$ cat src/rtl/regfile_scan_reader.sv
// Steps the regfile A port through R0..R15 then PC, latching each value into the 33-bit display word.
// Optional AUTO_SCAN_EN adds timed auto-advance after DWELL_CYCLES in SHOW.
module regfile_scan_reader #(
    parameter int unsigned DEB_CYCLES   = 16,
    parameter int unsigned DWELL_CYCLES = 100,
    parameter int unsigned LAST_IDX     = 16
) (
    input  logic        clk,
    input  logic        Rst,
    input  logic        start,
    input  logic        stop,
    input  logic        step,
    input  logic [31:0] R_Data,
    input  logic [31:0] PC,
    output logic [3:0]  R_Addr,
    output logic [32:0] data,
    output logic [4:0]  idx,
    output logic        busy
);

    localparam int unsigned DEB_W = $clog2(DEB_CYCLES + 1);
    localparam logic [32:0] BLANK = {32'h8888_8888, 1'b0};

    typedef enum logic [1:0] {IDLE, SETUP, CAPTURE, SHOW} state_t;

    state_t             state, state_d;
    logic               step_meta, step_sync;
    logic [DEB_W-1:0]   deb_cnt;
    logic               deb_level;
    logic               step_pulse;
    logic               dwell_exp;
    logic               advance;
    logic [4:0]         idx_nxt;
    logic [4:0]         idx_d;
    logic [3:0]         addr_d;
    logic [32:0]        data_d;
    logic               busy_d;

    // Two-flop synchronizer for the raw push button
    always_ff @(posedge clk or posedge Rst) begin
        if (Rst) begin
            step_meta <= 1'b0;
            step_sync <= 1'b0;
        end else begin
            step_meta <= step;
            step_sync <= step_meta;
        end
    end

    // Accept a new level only after it has differed for DEB_CYCLES consecutive cycles
    always_ff @(posedge clk or posedge Rst) begin
        if (Rst) begin
            deb_cnt    <= '0;
            deb_level  <= 1'b0;
            step_pulse <= 1'b0;
        end else begin
            step_pulse <= 1'b0;
            if (step_sync == deb_level) begin
                deb_cnt <= '0;
            end else if (deb_cnt == DEB_W'(DEB_CYCLES - 1)) begin
                deb_cnt    <= '0;
                deb_level  <= step_sync;
                step_pulse <= step_sync;
            end else begin
                deb_cnt <= deb_cnt + DEB_W'(1);
            end
        end
    end

`ifdef AUTO_SCAN_EN
    localparam int unsigned DWELL_W = $clog2(DWELL_CYCLES + 1);
    logic [DWELL_W-1:0] dwell_cnt;

    // Dwell restarts every time SHOW is entered
    always_ff @(posedge clk or posedge Rst) begin
        if (Rst) begin
            dwell_cnt <= '0;
        end else if (state != SHOW) begin
            dwell_cnt <= '0;
        end else if (!dwell_exp) begin
            dwell_cnt <= dwell_cnt + DWELL_W'(1);
        end
    end

    assign dwell_exp = (state == SHOW) && (dwell_cnt == DWELL_W'(DWELL_CYCLES - 1));
`else
    // Manual stepping only; DWELL_CYCLES kept so both builds share one interface
    assign dwell_exp = 1'b0 & (DWELL_CYCLES == 0);
`endif

    assign advance = step_pulse | dwell_exp;
    assign idx_nxt = (idx == 5'(LAST_IDX)) ? 5'd0 : idx + 5'd1;

    // State and registered outputs
    always_ff @(posedge clk or posedge Rst) begin
        if (Rst) begin
            state  <= IDLE;
            idx    <= 5'd0;
            R_Addr <= 4'd0;
            data   <= BLANK;
            busy   <= 1'b0;
        end else begin
            state  <= state_d;
            idx    <= idx_d;
            R_Addr <= addr_d;
            data   <= data_d;
            busy   <= busy_d;
        end
    end

    // Next-state logic; stop overrides everything else
    always_comb begin
        state_d = state;
        case (state)
            IDLE:    if (start) state_d = SETUP;
            SETUP:   state_d = CAPTURE;
            CAPTURE: state_d = SHOW;
            SHOW:    if (advance) state_d = SETUP;
            default: state_d = IDLE;
        endcase
        if (stop) state_d = IDLE;
    end

    // Next values of the registered outputs
    always_comb begin
        idx_d  = idx;
        addr_d = R_Addr;
        data_d = data;
        case (state)
            IDLE: begin
                data_d = BLANK;
                if (start) begin
                    idx_d  = 5'd0;
                    addr_d = 4'd0;
                end
            end
            CAPTURE: data_d = (idx < 5'd16) ? {R_Data, 1'b1} : {PC, 1'b1};
            SHOW: begin
                if (advance) begin
                    idx_d  = idx_nxt;
                    addr_d = idx_nxt[3:0];
                end
            end
            default: ;
        endcase
        if (stop) begin
            idx_d  = 5'd0;
            addr_d = 4'd0;
            data_d = BLANK;
        end
        busy_d = (state_d != IDLE);
    end

endmodule
$ cat config.mk
export PLATFORM = sky130hd
export DESIGN_NAME = regfile_scan_reader
export DESIGN_NICKNAME = d
export VERILOG_FILES = /design/src/rtl/regfile_scan_reader.sv
export SDC_FILE = /design/constraint.sdc
export NUM_CORES = 1
export LEC_CHECK = 0
export ABC_AREA = 1
export BUFFER_PORTS_ARGS = -buffer_cell sky130_fd_sc_hd__buf_4
export CORE_MARGIN = 3
export CORE_UTILIZATION = 47
export DETAILED_ROUTE_END_ITERATION = 8
export GPL_TIMING_DRIVEN = 0
export PLACE_DENSITY = 0.8
export SYNTH_ARGS = -nofsm -noshare
export SYNTH_HDL_FRONTEND = slang
export SYNTH_SLANG_ARGS = --single-unit
$ cat constraint.sdc
create_clock -name clk -period 2 [get_ports clk]
set_input_delay 0.4 -clock clk [delete_from_list [all_inputs] [get_ports clk]]
set_output_delay 0.4 -clock clk [all_outputs]
set_load 0.02 [all_outputs]
==> results of run 1 <==
==> per-stage QoR <==
stage / hold slack (ns) / instances / power [mW] / TNS [ns] / cell area, um^2
3_5_place_dp: 0.346 / 453 / 1.55 / 0 / 3420
2_1_floorplan: 0.331 / 274 / 1.33 / 0 / 2490
6_report: 0.0324 / 461 / 2.40 / 0 / 3570
4_1_cts: 0.0317 / 461 / 2.43 / 0 / 3570
5_1_grt: 0.0461 / 461 / 2.50 / 0 / 3570
3_3_place_gp: 0.337 / 452 / 1.54 / -10.89 / 3400
==> area by class of cell <==
| type | count | area, um^2 |
|---|---|---|
| fill | 389 | 1350 |
| sequential | 50 | 1260 |
| multi-input combinational | 190 | 1030 |
| timing repair buffer | 112 | 853 |
| buffer | 16 | 116 |
| tap | 67 | 83.8 |
| clock buffer | 6 | 82.6 |
| inverter | 18 | 73.8 |
| clock inverter | 2 | 60.1 |
==> layer usage <==
layer  track usage (%)  vias up
met5                 0        -
met4              8.57        0
met3              4.08        8
met2              37.6       90
met1              25.1     1102
li1                  -     1124
==> worst paths after layout <==
check,slack (ns),cells after the start,startpoint,endpoint
max in group asynchronous,1.41,3,Rst,data[16]
worst max register to register,0.66,7,deb_cnt[0],deb_cnt[0]
worst max-delay path,0.54,2,R_Addr[0],idx[0]
worst min register to register,0.36,0,step_meta,step_sync
worst min-delay path,0.03,2,Rst,step_sync
min in group clk,0.20,1,step,step_meta
==> cells by family (layout without fill, tap and decap cells) <==
| group | Yosys count | in the layout | share of synthesized area, % |
|---|---|---|---|
| AO/OA/AOI/OAI | 36 | 36 | 14.6 |
| XOR/XNOR | 2 | 2 | 0.705 |
| adder cells (fa/ha/maj) | 3 | 3 | 1.51 |
| buffers and inverters | 34 | 154 | 7.65 |
| flip-flops | 50 | 50 | 50.7 |
| AND/OR/NAND/NOR | 149 | 149 | 24.8 |
==> synth_stat cells, drive strengths merged <==
cell type  count
nand2         67
nor2          66
dfrtp         42
o31ai         24
buf           16
inv           16
nand3         10
dfstp          8
a41oi          7
a21oi          3
ha             3
clkinv         2
nor3           2
or2            2
a21boi         1
nand4          1
nor3b          1
o21ai          1
xnor2          1
xor2           1
==> power by group through the flow <==
| stage | Sequential (mW) | Combinational (mW) | Clock (mW) |
|---|---|---|---|
| after floorplan | 1.17 | 0.159 | 0 |
| after global placement | 1.12 | 0.416 | 0 |
| after detailed placement | 1.12 | 0.430 | 0 |
| after CTS | 1.10 | 0.432 | 0.889 |
| after global routing | 1.11 | 0.463 | 0.923 |
| final | 1.10 | 0.427 | 0.868 |
==> flip-flops by register name, indices dropped and copies added (netlist names) <==
| signal | flops |
|---|---|
| data | 33 |
| state | 2 |
| idx | 2 |
| R_Addr | 3 |
| busy | 1 |
| deb_cnt | 5 |
| advance | 1 |
| deb_level | 1 |
| step_meta | 1 |
| step_sync | 1 |
==> worst max-delay path, stage by stage (launching register included) <==
cell and delay, ns:
dfrtp_1 0.45, buf_4 0.16, buf_4 0.14
==> flow_metrics.env, run 1 <==
export IMPL_area_delta_synth_final_pct=43.4
export IMPL_pre_cts_ws_ns=0.558
export IMPL_fin_ws_ns=0.539
export IMPL_cp_end_kind="output port"
export IMPL_highest_layer="met4"
export IMPL_rsz0062_at_grt="false"
export IMPL_drive_above_1_share_pct=44.4
export IMPL_nNetsFinal=465
export IMPL_drt_iter0_drc=93
export IMPL_grt_pass1_wl_um=10400
export IMPL_synthTopCellsByArea="dfrtp_1 (42%), nor2_1 (9.8%), nand2_1 (9.7%)"
export IMPL_cts_max_path_buffers=2
export IMPL_hold_violations=0
export IMPL_cp_required_ns=1.60
export IMPL_numCtsBuffers=5
export IMPL_worst_slew_pin_slew_ns=0.338
export IMPL_gp_congestion=0.815
export IMPL_clkSlewWorstSetupHoldPaths_ns=0.09
export IMPL_critical_path_class="reg2out"
export IMPL_worstSkewPairLatency_ns=0.31
export IMPL_period_share_pct=73.1
export IMPL_diodes=0
export IMPL_syn_area_um2=2490
export IMPL_rows=25
export IMPL_worstPathArrival_ns=1.06
export IMPL_max_slew_margin_pct=77.3
export IMPL_port_buffers=111
export IMPL_most_common_layout_cells="buf_4 (118), nor2_1 (65), nand2_1 (64), dfrtp_1 (42), o31ai_2 (19)"
export IMPL_yosysUniqueCellTypes=30
export IMPL_drc=0
export IMPL_ys_seq_area_share_pct=50.7
export IMPL_chipWidth_um=78.7
export IMPL_fp_coreArea_um2=4910
export IMPL_p_leak_nw=1.87
export IMPL_cts_hold_buf=0
export IMPL_p_per_area_nw_per_um2=673
export IMPL_wl_met3_um=403
export IMPL_finalSetupViolations=0
export IMPL_cts_setup_buffers=0
export IMPL_critPathMaxFanout=6
export IMPL_wl_met2_um=3350
export IMPL_vias_per_cell=5.04
export IMPL_dr_pass1_iters=4
export IMPL_ir_drop_mv=0.311
export IMPL_final_common_cell="buf_4"
export IMPL_wire_per_inst_um=14.0
export IMPL_ant_nets=0
export IMPL_dieArea_um2=6200
export IMPL_cts_resized=0
export IMPL_syn_inst=274
export IMPL_grt_pass1_vias=2356
export IMPL_dr_total_vias=2324
export IMPL_die_h_um=78.7
export IMPL_grt_max_degree=40
export IMPL_fin_skew_ns=0.00742
export IMPL_status="finished clean"
export IMPL_cts_sinks=50
export IMPL_dp_hpwl_um=4900
export IMPL_maxCapViolations=0
export IMPL_yosys_register_bits=50
export IMPL_drt_total_wl_um=6430
export IMPL_setup_worst_path_start_class="register"
export IMPL_syn_avg_cell_area_um2=9.07
export IMPL_switchingPower_uw=592
export IMPL_min_path_type="in2async"
export IMPL_ys_warn_count=0
export IMPL_drt_met1_wl_um=2570
export IMPL_synth_top_area_share_pct=42.3
export IMPL_fin_util_pct=72.6
export IMPL_period_minus_slack_ns=1.46
export IMPL_synth_top_area_cell="dfrtp_1"
export IMPL_cts_tree="built"
export IMPL_antenna_found_initial=0
export IMPL_clockRootBuffer="clkbuf_8"
export IMPL_fmax_mhz=684
export IMPL_ioPinCount=112
export IMPL_start_util_pct=50.6
export IMPL_grt_total_usage_pct=21.2
export IMPL_clockPowerShare_pct=36.2
export IMPL_pwr_share_comb_pct=17.8
export IMPL_cts_max_level=2
export IMPL_slew_viol_final=0
export IMPL_switching_share_pct=24.7
export IMPL_synth_nets=346
export IMPL_cell_internal_pwr_mw=1.81
export IMPL_power_share_sequential_pct=46.0
export IMPL_gr_total_overflow=0
(Power assumes the default switching activity.)
==> inputs of run 2 (changes only) <==
--- a/config.mk
+++ b/config.mk
@@ -8,10 +8,10 @@
 export ABC_AREA = 1
 export BUFFER_PORTS_ARGS = -buffer_cell sky130_fd_sc_hd__buf_4
 export CORE_MARGIN = 3
-export CORE_UTILIZATION = 47
+export CORE_UTILIZATION = 42
 export DETAILED_ROUTE_END_ITERATION = 8
 export GPL_TIMING_DRIVEN = 0
-export PLACE_DENSITY = 0.8
+export PLACE_DENSITY = 0.75
 export SYNTH_ARGS = -nofsm -noshare
 export SYNTH_HDL_FRONTEND = slang
 export SYNTH_SLANG_ARGS = --single-unit
==> constraint.sdc (replaced) <==
create_clock -name clk -period 1.3 [get_ports clk]
set_input_delay 0.26 -clock clk [delete_from_list [all_inputs] [get_ports clk]]
set_output_delay 0.26 -clock clk [all_outputs]
set_load 0.02 [all_outputs]
==> run 2 against run 1 <==
Against the previous run: utilization is 6.7 points lower; die area is 11% higher; power is 45% higher; critical path type unchanged; critical endpoint unchanged.
==> flow_metrics.env, run 2 (synthesis results as in run 1) <==
export IMPL_finalSetupViolations=0
export IMPL_dr_total_vias=2319
export IMPL_worstSkewPairLatency_ns=0.30
export IMPL_switching_share_pct=26.4
export IMPL_hold_violations=0
export IMPL_final_area_um2=3690
export IMPL_drc=0
export IMPL_placedCellCount=457
export IMPL_slew_viol_final=0
export IMPL_instances_no_fill=475
export IMPL_drt_total_wl_um=6580
export IMPL_grt_pass1_wl_um=10800
export IMPL_ant_nets=0
export IMPL_worstReg2RegEnd="data[5]"
export IMPL_cell_internal_pwr_mw=2.56
export IMPL_diodes=0
export IMPL_clockRootBuffer="clkbuf_8"
export IMPL_drt_iter0_drc=125
export IMPL_pwr_share_comb_pct=20.2
export IMPL_p_leak_nw=1.91
export IMPL_reg_top3="data: 33 flops, deb_cnt: 5 flops, R_Addr: 3 flops"
export IMPL_ir_drop_mv=0.601
export IMPL_critPathMaxFanout=5
export IMPL_highest_layer="met4"
export IMPL_whs_path_depth=1
export IMPL_drive_above_1_share_pct=47.6
export IMPL_switchingPower_uw=919
export IMPL_drt_met1_wl_um=2660
export IMPL_multiInputGateArea_um2=1070
export IMPL_dp_hpwl_um=4730
export IMPL_period_minus_slack_ns=1.27
export IMPL_most_common_layout_cells="buf_4 (119), nor2_1 (63), nand2_1 (62), dfrtp_1 (41), o31ai_2 (18)"
export IMPL_power_share_sequential_pct=48.9
export IMPL_p_per_area_nw_per_um2=942
export IMPL_status="finished clean"
export IMPL_worstPathArrival_ns=1.01
export IMPL_min_from="step"
export IMPL_vias_per_cell=4.88
export IMPL_whs_endpoint="step_meta"
export IMPL_dr_pass1_iters=5
export IMPL_critical_path_class="reg2out"
export IMPL_cts_max_path_buffers=2
export IMPL_clkSlewWorstSetupHoldPaths_ns=0.09
export IMPL_min_path_type="in2reg"
export IMPL_setup_worst_path_start_class="register"
export IMPL_pre_cts_ws_ns=-0.0426
export IMPL_port_buffers=111
export IMPL_fp_coreArea_um2=5610
export IMPL_clockPowerShare_pct=30.9
export IMPL_area_delta_synth_final_pct=48.6
export IMPL_chipWidth_um=82.9
export IMPL_antenna_found_initial=0
export IMPL_cts_max_level=2
export IMPL_nFillCells=485
export IMPL_wl_met2_um=3430
export IMPL_rsz0062_at_grt="true"
export IMPL_final_setup_tns_ns=0
export IMPL_largest_register_ffs=33
export IMPL_grt_total_usage_pct=19.1
export IMPL_maxCapViolations=0
export IMPL_rows=27
export IMPL_rr_worst_depth=5
export IMPL_gr_total_overflow=0
export IMPL_die_h_um=82.9
export IMPL_cp_required_ns=1.04
export IMPL_cts_hold_buf=0
export IMPL_grt_pass1_vias=2251
export IMPL_start_util_pct=44.3
export IMPL_power_mw=3.48
export IMPL_fin_util_pct=65.9
export IMPL_numCtsBuffers=5
export IMPL_grt_max_degree=51
export IMPL_ioPinCount=112
export IMPL_wire_per_inst_um=13.9
export IMPL_wl_met3_um=385
export IMPL_dieArea_um2=6880
export IMPL_fin_skew_ns=0.00453
export IMPL_regMostFlops="data"
export IMPL_final_common_cell="buf_4"
export IMPL_max_slew_margin_pct=29.5
export IMPL_cp_end_kind="output port"
export IMPL_nNetsFinal=474
export IMPL_seqCellArea_um2=1260
export IMPL_fmax_mhz=787
export IMPL_fin_ws_ns=0.0292
export IMPL_period_share_pct=97.8
export IMPL_cts_tree="built"
export IMPL_reg2reg_setup_slack_ns=0.05
export IMPL_regToRegStartpoint="state[0]"
export IMPL_cts_sinks=50
export IMPL_gp_congestion=0.733
export IMPL_hold_ws_ns=0.0570
export IMPL_worst_slew_pin_slew_ns=1.06
export IMPL_place_area_um2=3410
[run 2: cell types whose count changed in the layout (fill, tap and decap cells not counted), moves of 2 or more]
cell / before / now
buf_2: 6 / 2
buf_8: 0 / 2
nand2_1: 64 / 62
nor2_2: 0 / 2
buf_6: 3 / 11
clkinv_2: 1 / 3
clkbuf_4: 0 / 3
nor2_1: 65 / 63
[run 2: per-layer routing]
metal	global-route usage [%]	up-vias
li1	-	1144
met1	23.9	1102
met2	32.5	66
met3	4.96	7
met4	5.65	0
met5	0	-
[run 2: timing repair]
| action | 4_1_cts | 5_1_grt |
|---|---|---|
| gates resized for setup | 3 | 24 |
| endpoints found under the setup margin | 9 | 27 |
| buffers inserted | 5 | 6 |
| pin swaps | 1 | 5 |
| hold endpoints to repair | 0 | 0 |
| cloned | 0 | 0 |
[run 2: final cells by class]
cell class                      instances  share of cell area [%]
Sequential cell                        50                    34.2
Timing Repair Buffer                  122                    25.4
Tap cell                               72                    2.44
Clock inverter                          3                    1.08
Multi-Input combinational cell        190                    29.1
Buffer                                 15                    3.83
Inverter                               18                    2.10
Clock buffer                            5                    1.86
[run 2: worst max path at each step]
stage               startpoint         end  cells after the start
finish               R_Addr[0]      idx[0]                      2
global route         R_Addr[1]      idx[4]                      8
CTS                 deb_cnt[0]  deb_cnt[0]                      7
detailed placement  deb_cnt[0]  deb_cnt[0]                      7
global placement    deb_cnt[0]  deb_cnt[0]                      7
floorplan            R_Addr[0]   R_Addr[0]                      7
[run 2: critical path, cell delays in order (launching register included)]
cell,delay (ns)
dfrtp_2,0.45
buf_6,0.13
buf_6,0.12
[run 2: power groups by stage]
stage               logic [mW]  registers [mW]  clock network, mW
floorplan                0.246            1.80                  0
global placement         0.642            1.73                  0
detailed placement       0.652            1.73                  0
CTS                      0.655            1.70               1.11
global route             0.760            1.71               1.18
finish                   0.702            1.70               1.07
==> inputs of run 3 (changes only) <==
--- a/config.mk
+++ b/config.mk
@@ -15,3 +15,4 @@
 export SYNTH_ARGS = -nofsm -noshare
 export SYNTH_HDL_FRONTEND = slang
 export SYNTH_SLANG_ARGS = --single-unit
+export TNS_END_PERCENT = 50
==> constraint.sdc (replaced) <==
create_clock -name clk -period 1.1 [get_ports clk]
set_input_delay 0.22 -clock clk [delete_from_list [all_inputs] [get_ports clk]]
set_output_delay 0.22 -clock clk [all_outputs]
set_load 0.02 [all_outputs]
==> run 3 against run 2 <==
Against the previous run: the run now ends with negative setup slack left; utilization up 20 points; routed wire length up 49%; via count up 15%; cell count up 5.1%; sequential cell count unchanged; setup slack worse by 0.24 ns; clock skew up 0.0032 ns; sequential power up 19%; critical path type is now reg2reg; critical endpoint is now deb_cnt[0]; largest cell class is now buffers; largest power group unchanged; highest routed layer unchanged.
==> flow_metrics.env, run 3 (synthesis results as in run 1) <==
export IMPL_status="finished, violations left"
export IMPL_violations="negative setup slack"
export IMPL_setup_worst_path_start_class="register"
export IMPL_final_area_um2=4830
export IMPL_cts_tree="built"
export IMPL_most_common_layout_cells="buf_4 (83), buf_6 (61), nand2_1 (44), dfrtp_1 (38), nor2_1 (29)"
export IMPL_ant_nets=0
export IMPL_clockRootBuffer="clkbuf_8"
export IMPL_worst_slew_pin_slew_ns=1.10
export IMPL_crit_chain="ha_2 -> nand2_4 -> nor2_4 -> nand2_2 -> inv_2 -> or2_4 -> nor2_2"
export IMPL_rows=27
export IMPL_cp_end_kind="register"
export IMPL_nFillCells=252
export IMPL_instances_no_fill=499
export IMPL_cts_sinks=50
export IMPL_reg_top3="data: 33 flops, deb_cnt: 5 flops, R_Addr: 3 flops"
export IMPL_critPathMaxFanout=3
export IMPL_min_path_type="in2reg"
export IMPL_min_from="step"
export IMPL_fin_util_pct=86.2
export IMPL_cts_max_level=2
export IMPL_worstSkewPairLatency_ns=0.31
export IMPL_fmax_mhz=765
export IMPL_period_minus_slack_ns=1.31
export IMPL_fp_coreArea_um2=5610
export IMPL_finalSetupViolations=62
export IMPL_rsz0062_at_grt="true"
export IMPL_regToRegStartpoint="deb_cnt[0]"
export IMPL_hold_violations=0
export IMPL_place_area_um2=3440
export IMPL_wire_per_inst_um=19.6
export IMPL_die_h_um=82.9
export IMPL_diodes=0
export IMPL_start_util_pct=44.3
export IMPL_drive_above_1_share_pct=70.0
export IMPL_drt_total_wl_um=9790
export IMPL_worstReg2RegEnd="deb_cnt[0]"
export IMPL_gp_congestion=0.793
export IMPL_worstPathArrival_ns=1.54
export IMPL_reg2reg_setup_slack_ns=-0.21
export IMPL_cts_max_path_buffers=2
export IMPL_area_delta_synth_final_pct=94.4
export IMPL_fin_skew_ns=0.00777
export IMPL_antenna_found_initial=0
export IMPL_gr_total_overflow=0
export IMPL_grt_pass1_vias=2599
export IMPL_ir_drop_mv=0.658
export IMPL_cp_slowest_stage_delay_ns=0.43
export IMPL_clkSlewWorstSetupHoldPaths_ns=0.09
export IMPL_port_buffers=111
export IMPL_path_buf_inv=1
export IMPL_fin_ws_ns=-0.207
export IMPL_cp_required_ns=1.34
export IMPL_grt_total_usage_pct=22.9
export IMPL_grt_max_degree=51
export IMPL_nNetsFinal=498
export IMPL_numCtsBuffers=5
export IMPL_drc=0
export IMPL_dieArea_um2=6880
export IMPL_max_slew_margin_pct=26.4
export IMPL_vias_per_cell=5.34
export IMPL_grt_pass1_wl_um=12900
export IMPL_cts_hold_buf=0
export IMPL_p_leak_nw=2.24
export IMPL_power_mw=4.83
export IMPL_critical_path_class="reg2reg"
export IMPL_ioPinCount=112
export IMPL_p_per_area_nw_per_um2=1000
export IMPL_slew_viol_final=0
export IMPL_maxCapViolations=0
export IMPL_dp_hpwl_um=4770
export IMPL_dr_pass1_iters=4
export IMPL_rr_worst_depth=7
export IMPL_final_common_cell="buf_4"
export IMPL_period_share_pct=119
export IMPL_crit_slowest_cell="dfrtp_1"
export IMPL_drt_iter0_drc=148
export IMPL_whs_path_depth=1
export IMPL_dr_total_vias=2663
export IMPL_whs_endpoint="step_meta"
export IMPL_largest_register_ffs=33
export IMPL_cp_top_family="simple AND/OR/NAND/NOR gates"
export IMPL_regMostFlops="data"
export IMPL_placedCellCount=457
export IMPL_chipWidth_um=82.9
-- run 3: cell types whose count changed in the layout (fill, tap and decap cells not counted), moves of 11 or more --
| cell | delta |
|---|---|
| buf_6 | +50 |
| nor2_2 | +18 |
| buf_4 | -36 |
| nor2_4 | +16 |
| nor2_1 | -34 |
| nand2_1 | -18 |
| nand2_2 | +12 |
| o31ai_4 | +11 |
-- run 3: report_power, final --
part	internal, mW	leakage [nW]	switching, mW	total (mW)
Combinational	0.598	1.53	0.587	1.18
Sequential	1.95	0.647	0.0872	2.03
Clock	0.970	0.0714	0.644	1.61
-- run 3: worst max path at each step --
stage | startpoint | endpoint | slack [ns] | depth (start not counted)
after floorplan | deb_cnt[0] | deb_cnt[0] | -0.13 | 7
after CTS | R_Addr[0] | idx[0] | -0.15 | 2
after global placement | deb_cnt[0] | deb_cnt[0] | -0.20 | 7
final | deb_cnt[0] | deb_cnt[0] | -0.21 | 7
after detailed placement | deb_cnt[0] | deb_cnt[0] | -0.23 | 7
after global routing | state[1] | data[29] | -0.27 | 5
-- run 3: stage by stage --
| step | hold WS [ns] | setup TNS [ns] | setup WS (ns) |
|---|---|---|---|
| 6_report | 0.0157 | -5.54 | -0.207 |
| 5_1_grt | 0.00382 | -8.36 | -0.270 |
| 4_1_cts | 0.0142 | -3.40 | -0.147 |
| 3_5_place_dp | 0.333 | -7.12 | -0.233 |
| 3_3_place_gp | 0.331 | -4.93 | -0.197 |
| 2_1_floorplan | 0.251 | -2.36 | -0.129 |
-- run 3: timing repair --
action                                  CTS  global route
endpoints found under the setup margin   58            84
pin swaps                                25            35
gates resized for setup                 106           117
gates cloned                              6             3
setup buffers                            17            11
-- run 3: layout make-up --
cell class / instances / area [um^2] / area share [%]
Sequential cell: 50 / 1270 / 26.2
Clock buffer: 6 / 82.6 / 1.71
Buffer: 15 / 209 / 4.32
Tap cell: 72 / 90.1 / 1.86
Multi-Input combinational cell: 191 / 1610 / 33.2
Timing Repair Buffer: 145 / 1420 / 29.4
Inverter: 18 / 98.8 / 2.05
Clock inverter: 2 / 60.1 / 1.24
-- run 3: metal layers --
metal	wire length (um)	track usage, %	vias to the layer above
li1	-	-	1200
met1	3520	27.2	1319
met2	5380	41.1	121
met3	565	4.96	23
met4	321	7.43	0
met5	0	0	-
